`src/rtl/cpu_ctrl_pkg.sv`:
```
// cpu_ctrl_pkg: shared types and constants for the RISC sequencing controller.
//   - state_e        : controller states
//   - instr_class_e  : instruction class latched in DECODE
//   - opcode/op field constants, nsel/vsel codes
//   - ctrl_out_t     : bundle of every controller output
//   - state_outputs(): Moore output decode (state + latched class only)
package cpu_ctrl_pkg;

  localparam int NUM_STATES = 8;

  typedef enum logic [2:0] {
    ST_WAIT      = 3'd0,
    ST_DECODE    = 3'd1,
    ST_WRITE_IMM = 3'd2,
    ST_GET_A     = 3'd3,
    ST_GET_B     = 3'd4,
    ST_EXEC      = 3'd5,
    ST_WRITE_REG = 3'd6,
    ST_HALT      = 3'd7
  } state_e;

  typedef enum logic [2:0] {
    CLS_MOVI = 3'd0,  // MOV Rn,#imm8
    CLS_MOVR = 3'd1,  // MOV Rd,Rm{,sh}
    CLS_ALU2 = 3'd2,  // ADD / AND: two sources, result written
    CLS_CMP  = 3'd3,  // CMP: status only
    CLS_MVN  = 3'd4,  // MVN Rd,Rm{,sh}
    CLS_HALT = 3'd5,
    CLS_ILL  = 3'd6
  } instr_class_e;

  // opcode field [15:13]
  localparam logic [2:0] OPC_MOV  = 3'b110;
  localparam logic [2:0] OPC_ALU  = 3'b101;
  localparam logic [2:0] OPC_HALT = 3'b111;

  // op field [12:11]
  localparam logic [1:0] OP_MOV_IMM = 2'b10;
  localparam logic [1:0] OP_MOV_REG = 2'b00;
  localparam logic [1:0] OP_ADD     = 2'b00;
  localparam logic [1:0] OP_CMP     = 2'b01;
  localparam logic [1:0] OP_AND     = 2'b10;
  localparam logic [1:0] OP_MVN     = 2'b11;

  // regfile index select (one-hot)
  localparam logic [2:0] NSEL_NONE = 3'b000;
  localparam logic [2:0] NSEL_RN   = 3'b001;
  localparam logic [2:0] NSEL_RD   = 3'b010;
  localparam logic [2:0] NSEL_RM   = 3'b100;

  // regfile write-data source
  localparam logic [1:0] VSEL_C   = 2'b00;
  localparam logic [1:0] VSEL_IMM = 2'b10;

  typedef struct packed {
    logic       w;
    logic [2:0] nsel;
    logic [1:0] vsel;
    logic       write;
    logic       loada;
    logic       loadb;
    logic       loadc;
    logic       loads;
    logic       asel;
    logic       bsel;
    logic       halted;
  } ctrl_out_t;

  // Every output not set here stays 0, which is what keeps write and the
  // load enables mutually exclusive and nsel one-hot or zero.
  function automatic ctrl_out_t state_outputs(state_e st, instr_class_e cls);
    ctrl_out_t o;
    o = '0;
    case (st)
      ST_WAIT: o.w = 1'b1;
      ST_WRITE_IMM: begin
        o.nsel  = NSEL_RN;
        o.vsel  = VSEL_IMM;
        o.write = 1'b1;
      end
      ST_GET_A: begin
        o.nsel  = NSEL_RN;
        o.loada = 1'b1;
      end
      ST_GET_B: begin
        o.nsel  = NSEL_RM;
        o.loadb = 1'b1;
      end
      ST_EXEC: begin
        o.loadc = 1'b1;
        // Single-operand moves pass B through an ALU add with A forced to 0.
        o.asel  = (cls == CLS_MOVR) || (cls == CLS_MVN);
        o.loads = (cls == CLS_CMP);
      end
      ST_WRITE_REG: begin
        o.nsel  = NSEL_RD;
        o.vsel  = VSEL_C;
        o.write = 1'b1;
      end
      ST_HALT: o.halted = 1'b1;
      default: o = '0;
    endcase
    return o;
  endfunction

endpackage

```
`src/rtl/cpu_controller_if.sv`:
```
// cpu_controller_if: handshake/control bundle between the controller and
// the CPU top level.
//   master : the controller (reads s/opcode/op, drives everything else)
//   slave  : the top level / datapath side
// Signals: s, opcode[2:0], op[1:0] -> controller
//          w, nsel[2:0], vsel[1:0], write, loada, loadb, loadc, loads,
//          asel, bsel, halted     <- controller
interface cpu_controller_if;
  logic       s;
  logic [2:0] opcode;
  logic [1:0] op;
  logic       w;
  logic [2:0] nsel;
  logic [1:0] vsel;
  logic       write;
  logic       loada;
  logic       loadb;
  logic       loadc;
  logic       loads;
  logic       asel;
  logic       bsel;
  logic       halted;

  modport master (
    input  s, opcode, op,
    output w, nsel, vsel, write, loada, loadb, loadc, loads, asel, bsel, halted
  );

  modport slave (
    output s, opcode, op,
    input  w, nsel, vsel, write, loada, loadb, loadc, loads, asel, bsel, halted
  );
endinterface

```
`src/rtl/cpu_ctrl_decode.sv`:
```
// cpu_ctrl_decode: combinational map from instruction fields to class.
//   opcode_i[2:0] : instruction bits [15:13]
//   op_i[1:0]     : instruction bits [12:11]
//   cls_o         : instruction class; CLS_ILL for anything unsupported
// Opcode 111 decodes to CLS_HALT only when CPU_CTRL_HALT_EN is defined.
module cpu_ctrl_decode
  import cpu_ctrl_pkg::*;
(
  input  logic [2:0]   opcode_i,
  input  logic [1:0]   op_i,
  output instr_class_e cls_o
);

  always_comb begin
    cls_o = CLS_ILL;
    case (opcode_i)
      OPC_MOV: begin
        case (op_i)
          OP_MOV_IMM: cls_o = CLS_MOVI;
          OP_MOV_REG: cls_o = CLS_MOVR;
          default:    cls_o = CLS_ILL;
        endcase
      end
      OPC_ALU: begin
        case (op_i)
          OP_ADD:  cls_o = CLS_ALU2;
          OP_AND:  cls_o = CLS_ALU2;
          OP_CMP:  cls_o = CLS_CMP;
          OP_MVN:  cls_o = CLS_MVN;
          default: cls_o = CLS_ILL;
        endcase
      end
`ifdef CPU_CTRL_HALT_EN
      OPC_HALT: cls_o = CLS_HALT;
`endif
      default: cls_o = CLS_ILL;
    endcase
  end

endmodule

```
`src/rtl/cpu_controller.sv`:
```
// cpu_controller: Moore FSM sequencing the register file and datapath of the
// simple RISC machine, one multi-cycle instruction per start pulse.
//   clk    : rising-edge clock
//   reset  : synchronous active-high reset -> WAIT, w=1, all strobes 0
//   bus    : cpu_controller_if.master (s/opcode/op in; w, nsel, vsel, write,
//            loada/b/c, loads, asel, bsel, halted out)
// Parameter STATE_ONEHOT selects binary (0) or one-hot (1) state storage;
// port behaviour is identical either way.
// Optional feature macro: CPU_CTRL_HALT_EN (opcode 111 enters a sticky HALT
// state left only by reset). Without it 111 is illegal and halted is 0.
module cpu_controller
  import cpu_ctrl_pkg::*;
#(
  parameter int STATE_ONEHOT = 0
) (
  input logic              clk,
  input logic              reset,
  cpu_controller_if.master bus
);

  localparam int SW = (STATE_ONEHOT != 0) ? NUM_STATES : 3;

  logic [SW-1:0] state_q, state_d;
  instr_class_e  cls_q, cls_d;
  ctrl_out_t     out_q, out_d;
  instr_class_e  dec_cls;
  state_e        cur_state, nxt_state;

  function automatic logic [SW-1:0] enc_state(state_e st);
    logic [NUM_STATES-1:0] oh;
    oh     = '0;
    oh[st] = 1'b1;
    if (STATE_ONEHOT != 0) return SW'(oh);
    else                   return SW'(st);
  endfunction

  // An all-zero one-hot vector (only reachable by upset) falls back to WAIT.
  function automatic state_e dec_state(logic [SW-1:0] code);
    state_e st;
    st = ST_WAIT;
    if (STATE_ONEHOT != 0) begin
      for (int i = 0; i < SW; i++) begin
        if (code[i]) st = state_e'(i[2:0]);
      end
    end else begin
      st = state_e'(code[2:0]);
    end
    return st;
  endfunction

  cpu_ctrl_decode u_decode (
    .opcode_i (bus.opcode),
    .op_i     (bus.op),
    .cls_o    (dec_cls)
  );

  always_comb begin
    cur_state = dec_state(state_q);
    nxt_state = cur_state;
    cls_d     = cls_q;
    case (cur_state)
      ST_WAIT: if (bus.s) nxt_state = ST_DECODE;
      ST_DECODE: begin
        // The class is latched here so later states never look at the
        // instruction fields again.
        cls_d = dec_cls;
        case (dec_cls)
          CLS_MOVI:          nxt_state = ST_WRITE_IMM;
          CLS_MOVR, CLS_MVN: nxt_state = ST_GET_B;
          CLS_ALU2, CLS_CMP: nxt_state = ST_GET_A;
`ifdef CPU_CTRL_HALT_EN
          CLS_HALT:          nxt_state = ST_HALT;
`endif
          default:           nxt_state = ST_WAIT;
        endcase
      end
      ST_WRITE_IMM: nxt_state = ST_WAIT;
      ST_GET_A:     nxt_state = ST_GET_B;
      ST_GET_B:     nxt_state = ST_EXEC;
      ST_EXEC:      nxt_state = (cls_q == CLS_CMP) ? ST_WAIT : ST_WRITE_REG;
      ST_WRITE_REG: nxt_state = ST_WAIT;
`ifdef CPU_CTRL_HALT_EN
      ST_HALT:      nxt_state = ST_HALT;
`else
      ST_HALT:      nxt_state = ST_WAIT;
`endif
      default:      nxt_state = ST_WAIT;
    endcase

    state_d = enc_state(nxt_state);
    // Outputs are registered alongside the state, so they are a pure
    // function of the state the machine is about to enter.
    out_d   = state_outputs(nxt_state, cls_d);
`ifndef CPU_CTRL_HALT_EN
    out_d.halted = 1'b0;
`endif
  end

  // Reset drops any pending write: WAIT outputs are loaded directly.
  always_ff @(posedge clk) begin
    if (reset) begin
      state_q <= enc_state(ST_WAIT);
      cls_q   <= CLS_ILL;
      out_q   <= state_outputs(ST_WAIT, CLS_ILL);
    end else begin
      state_q <= state_d;
      cls_q   <= cls_d;
      out_q   <= out_d;
    end
  end

  assign bus.w      = out_q.w;
  assign bus.nsel   = out_q.nsel;
  assign bus.vsel   = out_q.vsel;
  assign bus.write  = out_q.write;
  assign bus.loada  = out_q.loada;
  assign bus.loadb  = out_q.loadb;
  assign bus.loadc  = out_q.loadc;
  assign bus.loads  = out_q.loads;
  assign bus.asel   = out_q.asel;
  assign bus.bsel   = out_q.bsel;
  assign bus.halted = out_q.halted;

endmodule
```
`src/flat_wrapper.sv`:
```
// flat-port wrapper written by rule: the top's interface ports become plain ports
module cpu_controller_flat import cpu_ctrl_pkg::*;
#(
  parameter int STATE_ONEHOT = 0
)
  (clk, reset, bus_s, bus_opcode, bus_op, bus_w, bus_nsel, bus_vsel, bus_write, bus_loada, bus_loadb, bus_loadc, bus_loads, bus_asel, bus_bsel, bus_halted);
  cpu_controller_if bus_i ();
  input logic clk;
  input logic reset;
  input wire logic [$bits(bus_i.s)-1:0] bus_s;
  input wire logic [$bits(bus_i.opcode)-1:0] bus_opcode;
  input wire logic [$bits(bus_i.op)-1:0] bus_op;
  output wire logic [$bits(bus_i.w)-1:0] bus_w;
  output wire logic [$bits(bus_i.nsel)-1:0] bus_nsel;
  output wire logic [$bits(bus_i.vsel)-1:0] bus_vsel;
  output wire logic [$bits(bus_i.write)-1:0] bus_write;
  output wire logic [$bits(bus_i.loada)-1:0] bus_loada;
  output wire logic [$bits(bus_i.loadb)-1:0] bus_loadb;
  output wire logic [$bits(bus_i.loadc)-1:0] bus_loadc;
  output wire logic [$bits(bus_i.loads)-1:0] bus_loads;
  output wire logic [$bits(bus_i.asel)-1:0] bus_asel;
  output wire logic [$bits(bus_i.bsel)-1:0] bus_bsel;
  output wire logic [$bits(bus_i.halted)-1:0] bus_halted;
  assign bus_i.s = bus_s;
  assign bus_i.opcode = bus_opcode;
  assign bus_i.op = bus_op;
  assign bus_w = bus_i.w;
  assign bus_nsel = bus_i.nsel;
  assign bus_vsel = bus_i.vsel;
  assign bus_write = bus_i.write;
  assign bus_loada = bus_i.loada;
  assign bus_loadb = bus_i.loadb;
  assign bus_loadc = bus_i.loadc;
  assign bus_loads = bus_i.loads;
  assign bus_asel = bus_i.asel;
  assign bus_bsel = bus_i.bsel;
  assign bus_halted = bus_i.halted;
  cpu_controller #(.STATE_ONEHOT(STATE_ONEHOT)) u_core (.clk(clk), .reset(reset), .bus(bus_i));
endmodule
```
`config.mk`:
```
export PLATFORM = sky130hd
export DESIGN_NAME = cpu_controller_flat
export DESIGN_NICKNAME = d
export VERILOG_FILES = /design/src/rtl/cpu_ctrl_pkg.sv /design/src/rtl/cpu_controller_if.sv /design/src/rtl/cpu_ctrl_decode.sv /design/src/rtl/cpu_controller.sv /design/src/flat_wrapper.sv
export SDC_FILE = /design/constraint.sdc
export NUM_CORES = 1
export LEC_CHECK = 0
export BUFFER_PORTS_ARGS = -buffer_cell sky130_fd_sc_hd__buf_2
export CORE_MARGIN = 4
export CORE_UTILIZATION = 33
export DETAILED_ROUTE_END_ITERATION = 8
export PLACE_DENSITY_LB_ADDON = 0.08
export REMOVE_ABC_BUFFERS = 1
export SETUP_SLACK_MARGIN = 0.15
export SYNTH_ARGS = -nofsm -noshare
export SYNTH_HDL_FRONTEND = slang
export SYNTH_SLANG_ARGS = --single-unit
```
`constraint.sdc`:
```
create_clock -name clk -period 3.2 [get_ports clk]
set_input_delay 0.32 -clock clk [delete_from_list [all_inputs] [get_ports clk]]
set_output_delay 0.32 -clock clk [all_outputs]
set_load 0.02 [all_outputs]
```
==> After elaboration in Yosys (flattened, before gate mapping) <==
Index checks and enable logic that the tools add are counted.
{ "totals": {"regBits": 18, "latch_bits": 0, "ramBits": 0, "romBits": 0, "memories": 0} }
{ "classes": {"add_sub_neg": 0, "mul": 0, "div": 0, "magnitude_cmp": 0, "eq_ne": 25, "shift": 0, "n_mux": 14, "bitwise_logic": 1, "reduce_logical": 11} }
{ "ops": {"columns": ["op", "n"], "rows": [
  ["$eq A3 B3 Y1 const B", 11],
  ["$pmux W3 S3", 3],
  ["$eq A3 B2 Y1 const B", 8],
  ["$pmux W3 S2", 3],
  ["$pmux W3 S6", 1],
  ["$mux W3", 4],
  ["$reduce_or A2 Y1", 5],
  ["$eq A3 B1 Y1 const B", 3],
  ["$logic_not A3 Y1", 3],
  ["$eq A2 B2 Y1 const B", 2],
  ["$mux W1", 3],
  ["$reduce_or A3 Y1", 1],
  ["$eq A2 B1 Y1 const B", 1],
  ["$logic_not A2 Y1", 1],
  ["$logic_or A1 B1 Y1", 1],
  ["$not A1 Y1", 1]
]} }

==> Logic depth before layout (Yosys ltp) <==
Gate-level depths: netlist of the first run.
{ "logic_depth": {"depth_word": 11, "ltp_mapped": 6} }

==> Modules after synthesis <==
A second synthesis of the first run with hierarchy kept.
{ "unflattened": {"cells_unflattened": 82, "hier_area_um2": 774.5} }
{ "modules_own_cells": {"columns": ["module", "instances", "cells_per_inst", "area_per_inst_um2"], "rows": [
  ["cpu_controller", 1, 73, 711.9],
  ["cpu_ctrl_decode", 1, 9, 62.6]
]} }

==> Worst setup path before layout of the first run <==
OpenSTA, ideal clock, no wires.
{ "synth_path": {"path_kind": "input port to flip-flop", "from": "input bus_opcode[1]", "to": "register u_core.out_q, in the netlist u_core.bus.loads", "setup_ns": 0.088, "arrival_time_ns": 1.583, "setup_slack_ns": 1.530, "stages": 5, "path_buffers": 0, "path_cell_list": "and2b_4 -> o21a_2 -> a31oi_4 -> or4_4 -> nor4_2"} }
{ "synth_between": {"elab_chain_cells": 9, "elab_cells_between_ends": 17, "classes_between": "eq/ne: 8; mux: 4; bitwise: 1; reduce/logical: 4"} }
{ "synth_rtl": {"columns": ["item", "line_no", "source"], "rows": [
  ["start, declared", "flat_wrapper.sv:11", "input wire logic [$bits(bus_i.opcode)-1:0] bus_opcode;"],
  ["$eq A3 B3 Y1", "cpu_ctrl_decode.sv:16", "case (opcode_i)"],
  ["$pmux W3 S2 *", "cpu_ctrl_decode.sv:16", null],
  ["$eq A3 B2 Y1 (tied with other cells)", "cpu_controller.sv:67", "case (dec_cls)"],
  ["$reduce_or A2 Y1", "cpu_controller.sv:67", null],
  ["$pmux W3 S3", "cpu_controller.sv:67", null],
  ["$pmux W3 S6", "cpu_controller.sv:61", "case (cur_state)"],
  ["$eq A3 B3 Y1", "cpu_ctrl_pkg.sv:74", "case (st)"],
  ["$not A1 Y1 (no line)", null, null],
  ["$reduce_or A2 Y1 (no line)", null, null],
  ["end signal, assigned", "cpu_controller.sv:104", "out_q <= state_outputs(ST_WAIT, CLS_ILL);"],
  ["end signal, assigned", "cpu_controller.sv:108", "out_q <= out_d;"],
  ["end, declared", "cpu_controller.sv:25", "ctrl_out_t out_q, out_d;"]
]} }
Mark *: on every way between the ends. The rest lies on a longest branch, timed or not.
A chain may end at the register's enable or synchronous reset.

==> Worst setup path in the final report of the first run <==
{ "layout_path": {"from": "register u_core.state_q[2], in the netlist u_core.cur_state[2]", "to": "register u_core.out_q, in the netlist u_core.bus.loads"} }
{ "layout_between": {"elab_chain_cells": 6, "elab_cells_between_ends": 16, "classes_between": "eq/ne: 9; mux: 3; bitwise: 1; reduce/logical: 3"} }
{ "layout_rtl": {"columns": ["item", "line_no", "source"], "rows": [
  ["start, declared", "cpu_controller.sv:23", "logic [SW-1:0] state_q, state_d;"],
  ["start signal, assigned", "cpu_controller.sv:102", "state_q <= enc_state(ST_WAIT);"],
  ["start signal, assigned", "cpu_controller.sv:106", "state_q <= state_d;"],
  ["$eq A3 B2 Y1 / $eq A3 B3 Y1 (equally long branches)", "cpu_controller.sv:61", null],
  ["$reduce_or A3 Y1 (no line)", null, null],
  ["$pmux W3 S6", "cpu_controller.sv:61", null],
  ["$eq A3 B3 Y1", "cpu_ctrl_pkg.sv:74", null],
  ["$not A1 Y1 (no line)", null, null],
  ["$reduce_or A2 Y1 (no line)", null, null]
]} }
Parallel ways exist; a longest one is shown, timed or not.

==> impl_metrics.env, run 1 <==
export IMPL_drt_wl_total_mm=1.30
export IMPL_drive_gt1_frac=0.337
export IMPL_postPlaceCellArea_um2=827
export IMPL_routed_via_density=4.58
export IMPL_synthArstFlopShare=0
export IMPL_utilization=0.422
export IMPL_ios=22
export IMPL_yosys_most_used_dff="dfxtp_1"
export IMPL_ys_seq_area_frac=0.471
export IMPL_dpl_worst_slack_ns=1.32
export IMPL_status="finished, final reports clean"
export IMPL_grt_pass1_wl_mm=2.23
export IMPL_grt_pass1_vias=536
export IMPL_ys_warn_count=0
export IMPL_p_sw_mw=0.0910
export IMPL_remaining_drc_errors=0
export IMPL_cts_buffers=3
export IMPL_cp_required_ns=3.40
export IMPL_clkLatencyLatePin_ns=0.28
export IMPL_die_h_um=54.8
export IMPL_n_antenna_cell=0
export IMPL_whs_ns=0.285
export IMPL_p_int_mw=0.285
export IMPL_synth_area_leader_cell="dfxtp_1"
export IMPL_worstSetupStartpointType="flop"
export IMPL_cts_tree="done"
export IMPL_coreArea_um2=2020
export IMPL_area_growth_pct=18.2
export IMPL_syn_area_um2=722
export IMPL_synth_edf_count=0
export IMPL_p_seq_frac=0.587
export IMPL_initial_core_util=0.357
export IMPL_power_density_nw_per_um2=440
export IMPL_pwr_share_clk=0.285
export IMPL_max_freq_ghz=0.569
export IMPL_setup_violations=0
export IMPL_clock_path_buffers=2
export IMPL_setup_tns_ns=0
export IMPL_syn_area_per_cell_um2=10.0
export IMPL_cts_setup_buffers=0
export IMPL_die_area_um2=3000
export IMPL_netlist_instances=72
export IMPL_synth_distinct_cells=33
export IMPL_path_max_fanout=5
export IMPL_gr_total_overflow=0
export IMPL_antenna_found_initial=0
export IMPL_leakagePower_nw=0.386
export IMPL_netlist_top_cells_count="dfxtp_1, nor2_1, a21oi_1, inv_1"
export IMPL_power_frac_comb=0.128
export IMPL_finalInstanceArea_um2=853
export IMPL_cts_hold_buf=0
export IMPL_gr_usage_all_layers=0.111
export IMPL_clkTransAtPathRegs_ns=0.09
export IMPL_clock_sinks=17
export IMPL_post_route_min_period_ns=1.76
export IMPL_htree_levels=1
export IMPL_root_buffer="clkbuf_4"
export IMPL_finalMaxSlewViolations=0
export IMPL_hold_violations=0
export IMPL_io_buffers=18
export IMPL_fin_nets=101
export IMPL_routabilityCongestion=0.819
export IMPL_setup_worst_path_class="reg -> reg"
export IMPL_vias=545
export IMPL_place_inst=115
export IMPL_grt_max_degree=10
export IMPL_swShare=0.242
export IMPL_peakVddDrop_mv=0.273
export IMPL_cts_resized=0
export IMPL_num_rows=16
export IMPL_ys_top_cells_by_area="dfxtp_1, nor3b_2, buf_4"
export IMPL_chipWidth_um=54.8
export IMPL_end_kind="flop"
export IMPL_finalPower_mw=0.375
export IMPL_synth_seq_cells=17
export IMPL_maxCapViolCount=0
export IMPL_yosys_area_top_type_share=0.471
export IMPL_rsz0062_at_grt="false"
export IMPL_place_hpwl_mm=1.03
export IMPL_cp_arrival_ns=1.95
export IMPL_final_cell_count_no_fill=119
export IMPL_fin_ws_ns=1.44
export IMPL_wl_per_cell_um=10.9
export IMPL_drt_iter0_markers=3
export IMPL_finalClockSkew_ns=0.00498
export IMPL_ant_nets=0
export IMPL_firstDrtPassIters=4
export IMPL_yosysMostFrequentCell="dfxtp_1"
export IMPL_hold_class="in -> reg"
export IMPL_fin_crit_sh=0.549
per-layer routing:
metal | up-vias | part of all wire | GRT usage
met3 | 4 | 0.062 | 0.0599
met5 | - | 0 | 0
met1 | 243 | 0.44 | 0.117
met2 | 13 | 0.49 | 0.179
li1 | 285 | - | -
met4 | 0 | 0.014 | 0.0498
power groups by stage:
stage	Clock, mW	Sequential, mW	Combinational [mW]
after floorplan	0	0.228	0.0313
after global placement	0	0.225	0.0486
after detailed placement	0	0.225	0.0482
after CTS	0.114	0.220	0.0487
after global routing	0.127	0.221	0.0540
final	0.107	0.220	0.0481
worst max-delay path, stage by stage (launching register included):
cell and delay [ns]:
dfxtp_1 0.35, and2b_2 0.28, a22o_1 0.20, a31oi_4 0.06, or4_4 0.52, nor4_2 0.27
cells in the final DEF, fill, tap and decap left out, types with 2 or more instances in the layout:
cell type,synthesis,layout
nand2b_1,2,2
nand2_1,2,2
nand3b_1,3,3
clkbuf_4,0,3
and3_1,2,2
a21oi_1,4,4
nor3b_2,2,2
nor3_1,3,3
nand4b_1,2,2
inv_1,4,4
nor2_1,6,6
a31o_1,2,2
dfxtp_1,17,17
conb_1,1,3
buf_2,0,18
cell families after synthesis:
| logic type | count (synthesis) | synth area share |
|---|---|---|
| DFF | 17 | 0.471 |
| xor gates and xnor gates | 1 | 0.0121 |
| other | 1 | 0.00519 |
| buffers and inverters | 9 | 0.0624 |
| and+or+nand+nor | 30 | 0.283 |
| AOI/OAI and AO/OA | 14 | 0.166 |
layout make-up:
cell class | instances | area [µm²]
multi-input cells | 48 | 344
inverters | 5 | 18.8
repair buffers | 18 | 90.1
fillers | 216 | 1170
clock buffers | 4 | 26.3
flip-flops and latches | 17 | 340
well taps | 27 | 33.8
final timing paths:
| check | cells past startpoint | end | slack [ns] | start |
|---|---|---|---|---|
| max reg2reg | 5 | u_core.bus.loads$_SDFF_PP0_ | 1.44 | u_core.cur_state[2]$_SDFF_PP0_ |
| min | 2 | u_core.cur_state[0]$_SDFF_PP0_ | 0.29 | reset |
| max | 5 | u_core.bus.loads$_SDFF_PP0_ | 1.44 | u_core.cur_state[2]$_SDFF_PP0_ |
| min reg2reg | 2 | u_core.cls_q[1]$_SDFF_PP1_ | 0.58 | u_core.cls_q[1]$_SDFF_PP1_ |
Power figures use the tool's default switching activity.
==> inputs of run 2 (changes only) <==
==> constraint.sdc (replaced) <==
create_clock -name clk -period 1.68 [get_ports clk]
set_input_delay 0.168 -clock clk [delete_from_list [all_inputs] [get_ports clk]]
set_output_delay 0.168 -clock clk [all_outputs]
set_load 0.02 [all_outputs]
==> run 2 against run 1 <==
Global-route usage decreased by 0.70 points; die area unchanged; setup slack got worse by 1.3 ns; maximum frequency increased by 17%; power increased by 93%; sequential share of layout area decreased by 2.0 points; clock skew decreased by 0.0013 ns; clock power increased by 91%; non-clock buffer count increased by 5; final area increased by 6.2%; critical path depth unchanged; final cell count increased by 4.2%; largest cell class unchanged.
==> impl_metrics.env, run 2 (synthesis results as in run 1) <==
export IMPL_cts_buffers=3
export IMPL_grt_pass1_wl_mm=2.17
export IMPL_setup_violations=0
export IMPL_num_rows=16
export IMPL_end_kind="flop"
export IMPL_post_route_min_period_ns=1.50
export IMPL_most_common_layout_cells="buf_2, dfxtp_1, nor2_1, buf_4"
export IMPL_leakagePower_nw=0.416
export IMPL_drive_gt1_frac=0.423
export IMPL_clkTransAtPathRegs_ns=0.09
export IMPL_maxCapViolCount=0
export IMPL_fin_nets=106
export IMPL_crit_start="u_core.cur_state[2]$_SDFF_PP0_"
export IMPL_rsz0062_at_grt="true"
export IMPL_remaining_drc_errors=0
export IMPL_power_density_nw_per_um2=800
export IMPL_worstSetupStartpointType="flop"
export IMPL_r2r_start="u_core.cur_state[2]$_SDFF_PP0_"
export IMPL_vias=572
export IMPL_root_buffer="clkbuf_4"
export IMPL_hold_class="in -> reg"
export IMPL_initial_core_util=0.357
export IMPL_io_buffers=18
export IMPL_routed_via_density=4.61
export IMPL_postPlaceCellArea_um2=865
export IMPL_cts_hold_buf=0
export IMPL_cp_slowest_stage_delay_ns=0.52
export IMPL_peakVddDrop_mv=0.560
export IMPL_layout_commonest_cell="buf_2"
export IMPL_setup_worst_path_class="reg -> reg"
export IMPL_status="finished, final reports clean"
export IMPL_die_h_um=54.8
export IMPL_area_growth_pct=25.5
export IMPL_hold_violations=0
export IMPL_clock_sinks=17
export IMPL_max_freq_ghz=0.668
export IMPL_clock_path_buffers=2
export IMPL_clkLatencyLatePin_ns=0.28
export IMPL_n_antenna_cell=0
export IMPL_coreArea_um2=2020
export IMPL_cp_slowest_cell="or4_4"
export IMPL_routabilityCongestion=0.723
export IMPL_wl_per_cell_um=10.6
export IMPL_drt_wl_total_mm=1.31
export IMPL_grt_pass1_vias=517
export IMPL_gr_total_overflow=0
export IMPL_drt_iter0_markers=5
export IMPL_die_area_um2=3000
export IMPL_fin_crit_sh=0.891
export IMPL_path_max_fanout=3
export IMPL_chipWidth_um=54.8
export IMPL_place_hpwl_mm=1.08
export IMPL_htree_levels=1
export IMPL_grt_max_degree=10
export IMPL_cp_required_ns=1.89
export IMPL_cts_tree="done"
export IMPL_gr_usage_all_layers=0.104
export IMPL_utilization=0.448
export IMPL_finalMaxSlewViolations=0
export IMPL_r2r_slack_ns=0.18
export IMPL_critical_path_top_delay_family="simple AND/OR/NAND/NOR gates"
export IMPL_crit_buf_inv=0
export IMPL_cp_arrival_ns=1.71
export IMPL_ios=22
export IMPL_hp_start="reset"
export IMPL_finalPower_mw=0.725
export IMPL_finalClockSkew_ns=0.00366
export IMPL_firstDrtPassIters=2
export IMPL_path_cells="and2b_2 -> a22o_1 -> a31oi_4 -> or4_4 -> nor3b_2"
export IMPL_antenna_found_initial=0
export IMPL_cts_setup_buffers=0
export IMPL_whs_ns=0.141
export IMPL_finalInstanceArea_um2=906
export IMPL_ant_nets=0
-- run 2: layer usage --
metal / GRT usage / vias up / wire (µm)
li1: - / 296 / -
met5: 0 / - / 0
met3: 0.0572 / 0 / 94
met1: 0.128 / 261 / 620
met4: 0.0124 / 0 / 0
met2: 0.161 / 15 / 599
-- run 2: final timing paths --
kind,endpoint,depth (start not counted)
hold / removal,u_core.cur_state[0]$_SDFF_PP0_,2
setup / recovery,u_core.bus.asel$_SDFF_PP0_,5
hold reg to reg,u_core.cls_q[1]$_SDFF_PP1_,2
setup reg to reg,u_core.bus.asel$_SDFF_PP0_,5
-- run 2: repair_timing --
item	4_1_cts	5_1_grt
pin swaps	2	1
hold endpoints to repair	0	0
gates resized for setup	2	3
setup endpoints to repair	2	5
-- run 2: power by group --
group	internal (mW)	switching [mW]	total [mW]
registers	0.413	0.00615	0.420
logic	0.0430	0.0579	0.101
clock network	0.0921	0.112	0.204
total	0.549	0.176	0.725
-- run 2: area by class of cell --
type                       instances  area, µm²
clock buffer                       4       26.3
fill                             215       1120
inverter                           5       18.8
multi-input combinational         48        357
sequential                        17        343
tap                               27       33.8
timing repair buffer              23        128
-- run 2: per-stage QoR --
step / cells / TNS (ns) / setup WS [ns]
2_1_floorplan: 70 / 0 / 0.0348
3_3_place_gp: 120 / 0 / 0.0205
3_5_place_dp: 120 / -0.0158 / -0.0158
4_1_cts: 124 / 0 / 0.150
5_1_grt: 124 / 0 / 0.0796
6_report: 124 / 0 / 0.183
